## config.mk

```make
export PLATFORM = sky130hd
export DESIGN_NAME = mem_stage
export DESIGN_NICKNAME = d
export VERILOG_FILES = /design/src/rtl/mem_stage_pkg.sv /design/src/rtl/mem_wb_reg.sv /design/src/rtl/mem_stage.sv
export SDC_FILE = /design/constraint.sdc
export NUM_CORES = 1
export LEC_CHECK = 0
export BUFFER_PORTS_ARGS = -buffer_cell sky130_fd_sc_hd__buf_2
export CORE_UTILIZATION = 31
export CTS_CLUSTER_SIZE = 28
export DETAILED_ROUTE_END_ITERATION = 10
export HOLD_SLACK_MARGIN = 0.12
export PLACE_DENSITY = 0.66
export SLEW_MARGIN = 20
export SYNTH_ARGS = -nofsm -noshare
export SYNTH_HDL_FRONTEND = slang
export SYNTH_SLANG_ARGS = --single-unit
```

## constraint.sdc

```tcl
create_clock -name clk -period 6.2 [get_ports clk]
set_input_delay 0.31 -clock clk [delete_from_list [all_inputs] [get_ports clk]]
set_output_delay 0.31 -clock clk [all_outputs]
set_load 0.01 [all_outputs]
```

## src/rtl/mem_stage_pkg.sv

```systemverilog
// mem_stage_pkg: MEM-stage FSM encoding and control-bundle layout shared with the hazard/forwarding unit.
package mem_stage_pkg;
  typedef enum logic {IDLE = 1'b0, ACCESS = 1'b1} mem_state_e;
  typedef struct packed {
    logic branch;
    logic mem_read;
    logic mem_write;
    logic mem_to_reg;
    logic reg_write;
  } ctrl_t;
endpackage

```

## src/rtl/mem_wb_reg.sv

```systemverilog
// mem_wb_reg: MEM/WB pipeline register; bubble_i clears the control bits so WB never writes twice.
module mem_wb_reg #(
  parameter int DATA_W = 32,
  parameter int REG_W  = 5
) (
  input  logic              clk,
  input  logic              reset,
  input  logic              bubble_i,
  input  logic              valid_i,
  input  logic              reg_write_i,
  input  logic              mem_to_reg_i,
  input  logic [DATA_W-1:0] read_data_i,
  input  logic [DATA_W-1:0] alu_result_i,
  input  logic [REG_W-1:0]  reg_dest_i,
  output logic              valid_o,
  output logic              reg_write_o,
  output logic              mem_to_reg_o,
  output logic [DATA_W-1:0] read_data_o,
  output logic [DATA_W-1:0] alu_result_o,
  output logic [REG_W-1:0]  reg_dest_o
);
  always_ff @(posedge clk or posedge reset) begin
    if (reset) begin
      valid_o      <= 1'b0;
      reg_write_o  <= 1'b0;
      mem_to_reg_o <= 1'b0;
      read_data_o  <= '0;
      alu_result_o <= '0;
      reg_dest_o   <= '0;
    end else begin
      valid_o      <= valid_i & ~bubble_i;
      reg_write_o  <= reg_write_i & ~bubble_i;
      mem_to_reg_o <= mem_to_reg_i & ~bubble_i;
      read_data_o  <= read_data_i;
      alu_result_o <= alu_result_i;
      reg_dest_o   <= reg_dest_i;
    end
  end
endmodule

```

## src/rtl/mem_stage.sv

```systemverilog
// mem_stage: EX/MEM register, branch resolve and data-memory access FSM with timeout abort.
module mem_stage import mem_stage_pkg::*; #(
  parameter int DATA_W  = 32,
  parameter int REG_W   = 5,
  parameter int TIMEOUT = 64
) (
  input  logic              clk,
  input  logic              reset,
  input  logic              ex_valid,
  input  logic [DATA_W-1:0] ALUresult,
  input  logic [DATA_W-1:0] EX_Rt,
  input  logic [REG_W-1:0]  RegDest,
  input  logic              zero,
  input  logic [DATA_W-1:0] Branch_Addr,
  input  logic              Branch,
  input  logic              MemRead,
  input  logic              MemWrite,
  input  logic              MemtoReg,
  input  logic              RegWrite,
  input  logic              flush,
  output logic              dmem_req,
  output logic              dmem_we,
  output logic [DATA_W-1:0] dmem_addr,
  output logic [DATA_W-1:0] dmem_wdata,
  input  logic              dmem_ready,
  input  logic [DATA_W-1:0] dmem_rdata,
  output logic              stall,
  output logic              PCSrc,
  output logic [DATA_W-1:0] PCBranch,
  output logic [DATA_W-1:0] EXtoMEM_ALUresult,
  output logic              EXtoMEM_RegWrite,
  output logic [REG_W-1:0]  EXtoMEM_RegDest,
  output logic              wb_valid,
  output logic              wb_RegWrite,
  output logic              wb_MemtoReg,
  output logic [DATA_W-1:0] wb_ReadData,
  output logic [DATA_W-1:0] wb_ALUresult,
  output logic [REG_W-1:0]  wb_RegDest,
  output logic              mem_fault
);
  localparam int CNT_W = $clog2(TIMEOUT);
  logic              m_valid_q, m_zero_q;
  ctrl_t             m_ctrl_q, ex_ctrl;
  logic [DATA_W-1:0] m_alu_q, m_rt_q, m_baddr_q;
  logic [REG_W-1:0]  m_rd_q;
  mem_state_e        state_q, state_d;
  logic [CNT_W-1:0]  cnt_q, cnt_d;
  logic              live, is_mem, misaligned, abort;
  always_comb begin
    live       = ex_valid & ~flush;
    ex_ctrl    = '{branch: Branch, mem_read: MemRead, mem_write: MemWrite, mem_to_reg: MemtoReg, reg_write: RegWrite};
    is_mem     = m_valid_q & (m_ctrl_q.mem_read | m_ctrl_q.mem_write);
    misaligned = is_mem & |m_alu_q[1:0];
    // abort in the cycle the counter would reach TIMEOUT-1, so stall lasts TIMEOUT-1 cycles
    abort      = state_q == ACCESS & ~dmem_ready & cnt_q == CNT_W'(TIMEOUT - 2);
    dmem_req   = is_mem & ~misaligned & ~abort;
    stall      = dmem_req & ~dmem_ready;
    state_d    = stall ? ACCESS : IDLE;
    cnt_d      = (state_q == ACCESS & stall) ? cnt_q + 1'b1 : '0;
    dmem_we    = dmem_req & m_ctrl_q.mem_write;
    dmem_addr  = dmem_req ? m_alu_q : '0;
    dmem_wdata = dmem_we ? m_rt_q : '0;
    mem_fault  = misaligned | abort;
    PCSrc      = m_valid_q & m_ctrl_q.branch & m_zero_q;
  end
  always_ff @(posedge clk or posedge reset) begin
    if (reset) begin
      m_valid_q <= 1'b0;
      m_ctrl_q  <= '0;
      m_zero_q  <= 1'b0;
      m_alu_q   <= '0;
      m_rt_q    <= '0;
      m_baddr_q <= '0;
      m_rd_q    <= '0;
      state_q   <= IDLE;
      cnt_q     <= '0;
    end else begin
      state_q <= state_d;
      cnt_q   <= cnt_d;
      if (!stall) begin
        m_valid_q <= live;
        m_ctrl_q  <= live ? ex_ctrl : '0;
        m_zero_q  <= zero;
        m_alu_q   <= ALUresult;
        m_rt_q    <= EX_Rt;
        m_baddr_q <= Branch_Addr;
        m_rd_q    <= RegDest;
      end
    end
  end
  assign PCBranch          = m_baddr_q;
  assign EXtoMEM_ALUresult = m_alu_q;
  assign EXtoMEM_RegWrite  = m_ctrl_q.reg_write;
  assign EXtoMEM_RegDest   = m_rd_q;
  mem_wb_reg #(.DATA_W(DATA_W), .REG_W(REG_W)) u_mem_wb (
    .clk          (clk),
    .reset        (reset),
    .bubble_i     (stall),
    .valid_i      (m_valid_q),
    .reg_write_i  (m_ctrl_q.reg_write & ~mem_fault),
    .mem_to_reg_i (m_ctrl_q.mem_to_reg),
    .read_data_i  (dmem_rdata),
    .alu_result_i (m_alu_q),
    .reg_dest_i   (m_rd_q),
    .valid_o      (wb_valid),
    .reg_write_o  (wb_RegWrite),
    .mem_to_reg_o (wb_MemtoReg),
    .read_data_o  (wb_ReadData),
    .alu_result_o (wb_ALUresult),
    .reg_dest_o   (wb_RegDest)
  );
endmodule

```

==> reports/metrics.csv <==
stage,metric,value,unit
synth,netlist_top_cells_count,"sky130_fd_sc_hd__dfrtp_1, sky130_fd_sc_hd__mux2_4, sky130_fd_sc_hd__and2_1, sky130_fd_sc_hd__mux2_2",
synth,synth_flop_cell,sky130_fd_sc_hd__dfrtp_1,
sta,slew_headroom,35.8,%
synth,synth_edf_count,0,
worst_setup_path,timing.critical_path.max_delay_family,simple AND/OR/NAND/NOR gates,
synth,ys_warn_count,0,
floorplanning,placement_rows,54,
synth,yosysTopAreaCell,sky130_fd_sc_hd__dfrtp_1,
floorplanning,core-area,22000,µm²
placement,place_hpwl,11600,µm
floorplanning,io_pins,355,
sta,setup_viol_count_final,0,
sta,tns,0,ns
drt,antenna_left,0,
sta,grt_setup_unrepaired,no,
synth,main_combinational_cell_family_by_area_after_synthesis,multiplexers,
worst_setup_path,critical-path-top-cell-by-count,sky130_fd_sc_hd__nor3_4,
sta,slew_viol_final,0,
clock_network,cts_made_buffers,17,
drt,drt_pre_antenna_iters,9,
drt,total_wirelength_of_the_detailed_routed_design,18700,µm
clock_network,ctsHtreeMaxLevel,4,
clock_network,ctsLongestPathBuffers,2,
sta,worstMarginPinSlew,0.960,ns
synth,postSynthCellCount,429,
worst_setup_path,timing_worst_setup_path_type,reg2reg,
placement,post_dp_cell_area,9030,µm²
power,power_per_cell_area,244,nW/µm²
sta,fmaxAchievable,0.337,GHz
clock_network,clkSinkCount,187,
drt,remaining_drc_errors,27,
worst_setup_path,startpoint_type,flop,
worst_setup_path,worstPathCellList,inv_1 > ha_1 > nand3_2 > nor3_4 > nor3_4 > buf_4 > mux2_4,
drt,first_iter_violations,257,
synth,yosysMostFrequentCell,sky130_fd_sc_hd__dfrtp_1,
worst_setup_path,critical_path_required,6.51,ns
sta,finalWorstSetupSlack,3.24,ns
global_routing,grt_util_overall,16.5,%
drt,vias,5149,
finish,finalNetCount,1067,
finish,finish.cell_count_without_fillers,1214,
synth,compound_gate_fraction_of_synth_area,0.731,%
synth,postSynth.asyncResetShare,100,%
sta,hold_slack,0.142,ns
finish,layout-area-overhead-vs-synth,56.6,%
clock_network,clk_transition_reported_paths,0.07,ns
global_routing,grt_max_degree,113,
worst_setup_path,setup.worst_path.end_class,flop,
drt,routedWlPerCell,15.4,µm
sta,period_needed,2.96,ns
clock_network,root_buffer,sky130_fd_sc_hd__clkbuf_16,
synth,yosys.area_share.adder,0.356,%
floorplanning,die_area,23300,µm²
synth,post_synth_xor_area_fraction,0.249,%
status,status,"finished, violations left",
global_routing,number_of_antenna_violations_at_the_first_check_in_global_routing,0,
clock_network,clkLatencyLatePin,0.42,ns
synth,syn-mean-instance-area,16.4,µm²
run,number_of_max_cap_violations,0,
sta,timing.clock.skew,0.0103,ns
synth,basic_gate_share_of_the_synthesized_area_counting_and_or_nand_and_nor_cells,8.29,%
sta,min_period_over_period,47.8,%
worst_setup_path,max_stage_delay,0.79,ns
synth,netlist.area_leader.share,66.6,%
floorplanning,effective_utilization_at_floorplan,31.9,%
clock_network,cts.repair_timing.setup_buffer_count,0,
finish,post_layout_util,49.9,%
worst_setup_path,critical_path_arrival,3.27,ns
placement,dp_worst_setup_slack,3.25,ns
placement,dp.cells,1046,
worst_setup_path,slowest_stage,sky130_fd_sc_hd__buf_4,
synth,synth.mux.area_fraction,21.0,%
synth,ys_ff_latch,187,
status,violations,design-rule violations,
floorplanning,width_of_the_die,153,µm
global_routing,first_pass_grt_wire_length,30000,µm
global_routing,grt_overflow_total,0,
power,power.leakage,5.52,nW
hold_path,min_path_type,in2reg,
synth,netlist_top_cells_area,"sky130_fd_sc_hd__dfrtp_1, sky130_fd_sc_hd__mux2_4, sky130_fd_sc_hd__and2_1",
synth,synth_cell_type_count,32,
worst_setup_path,critical_path_peak_fanout,46,
power,power.ir.vdd_worst,0.145,mV
finish,postLayoutCellArea,11000,µm²
power,design_power_total,2.69,mW
synth,synth_sequential_area_ratio,66.6,%
floorplanning,die_height,153,µm
worst_setup_path,path_buf_inv,2,
clock_network,clock_tree_from_tritoncts,yes,
synth,synth.cell_area,7020,µm²
placement,buffer_ports.inserted,352,
finish,post_route_cells_drive_above_1_share,53.2,%
global_routing,grt_pass1_vias,5591,
finish,n_antenna_cell,0,
placement,place.gp.congestion,0.716,
sta,report.final.hold_viol_count,0,
drt,vias_per_cell,4.24,
-- where the power goes --
group | internal, mW | leakage (nW) | switching, mW | total, mW
sequential | 1.28 | 2.21 | 0.0341 | 1.32
combinational | 0.170 | 3.03 | 0.116 | 0.286
clock | 0.573 | 0.282 | 0.512 | 1.09
-- kinds of logic after synthesis --
| family | after synthesis |
|---|---|
| multiplexers | 105 |
| adder cells (fa/ha/maj) | 2 |
| AO/OA/AOI/OAI | 9 |
| buffers and inverters | 28 |
| other | 1 |
| flip-flops | 187 |
| AND/OR/NAND/NOR | 95 |
| XOR/XNOR | 2 |
-- cell type report --
class,count,area (µm²)
fill,1884,11000
tap,280,350
inverter,8,37.5
sequential,187,4680
clock inverter,14,155
clock buffer,18,429
timing repair buffer,492,3170
multi-input combinational,215,2170
-- repair_timing --
item | in CTS | in global routing
gates resized for setup | 0 | 0
endpoints found under the hold margin | 245 | 0
hold buffers | 135 | 0
-- path summary, 6_finish.rpt --
path / slack, ns / from / cells after the start / endpoint
worst max-delay path: 3.24 / cnt_q[0] / 7 / EXtoMEM_ALUresult[20]
worst min-delay path: 0.14 / EX_Rt[8] / 2 / m_rt_q[8]
worst max register to register: 3.24 / cnt_q[0] / 7 / EXtoMEM_ALUresult[20]
worst min register to register: 0.40 / EXtoMEM_ALUresult[0] / 0 / u_mem_wb.alu_result_o[0]
max in group asynchronous: 4.37 / reset / 5 / m_rt_q[24]
min in group asynchronous: 0.51 / reset / 3 / u_mem_wb.read_data_o[23]
-- placed cells by master, fill, tap and decap left out, types with 5 or more instances in the layout --
cell type,instances
sky130_fd_sc_hd__nor2_1,9
sky130_fd_sc_hd__nand2_1,6
sky130_fd_sc_hd__mux2_2,21
sky130_fd_sc_hd__mux2_4,79
sky130_fd_sc_hd__dfrtp_1,187
sky130_fd_sc_hd__clkbuf_16,17
sky130_fd_sc_hd__buf_2,352
sky130_fd_sc_hd__inv_8,5
sky130_fd_sc_hd__inv_1,7
sky130_fd_sc_hd__and2_1,62
sky130_fd_sc_hd__dlygate4sd3_1,135
sky130_fd_sc_hd__mux2i_1,5
-- flip-flops by register name (all words and copies together), names as in the netlist --
signal,count
EXtoMEM_ALUresult,32
u_mem_wb.mem_to_reg_o,1
u_mem_wb.reg_write_o,1
u_mem_wb.valid_o,1
m_valid_q,1
u_mem_wb.alu_result_o,32
m_zero_q,1
EXtoMEM_RegWrite,1
m_rt_q,32
PCBranch,32
u_mem_wb.reg_dest_o,5
m_ctrl_q,4
state_q,1
EXtoMEM_RegDest,5
u_mem_wb.read_data_o,32
cnt_q,6
-- routing by layer --
layer / vias to the layer above / GRT usage, % / wire (µm)
li1: 2407 / - / -
met1: 2499 / 18.6 / 7560
met2: 219 / 29.6 / 9540
met3: 24 / 4.78 / 1270
met4: 0 / 5.68 / 314
met5: - / 0 / 0
-- worst register-to-register path, cell delays in order (launching register included) --
cell	delay (ns)
sky130_fd_sc_hd__dfrtp_1	0.42
sky130_fd_sc_hd__inv_1	0.07
sky130_fd_sc_hd__ha_1	0.22
sky130_fd_sc_hd__nand3_2	0.11
sky130_fd_sc_hd__nor3_4	0.08
sky130_fd_sc_hd__nor3_4	0.74
sky130_fd_sc_hd__buf_4	0.79
sky130_fd_sc_hd__mux2_4	0.43
No activity file was read; power rests on OpenSTA's default activity.
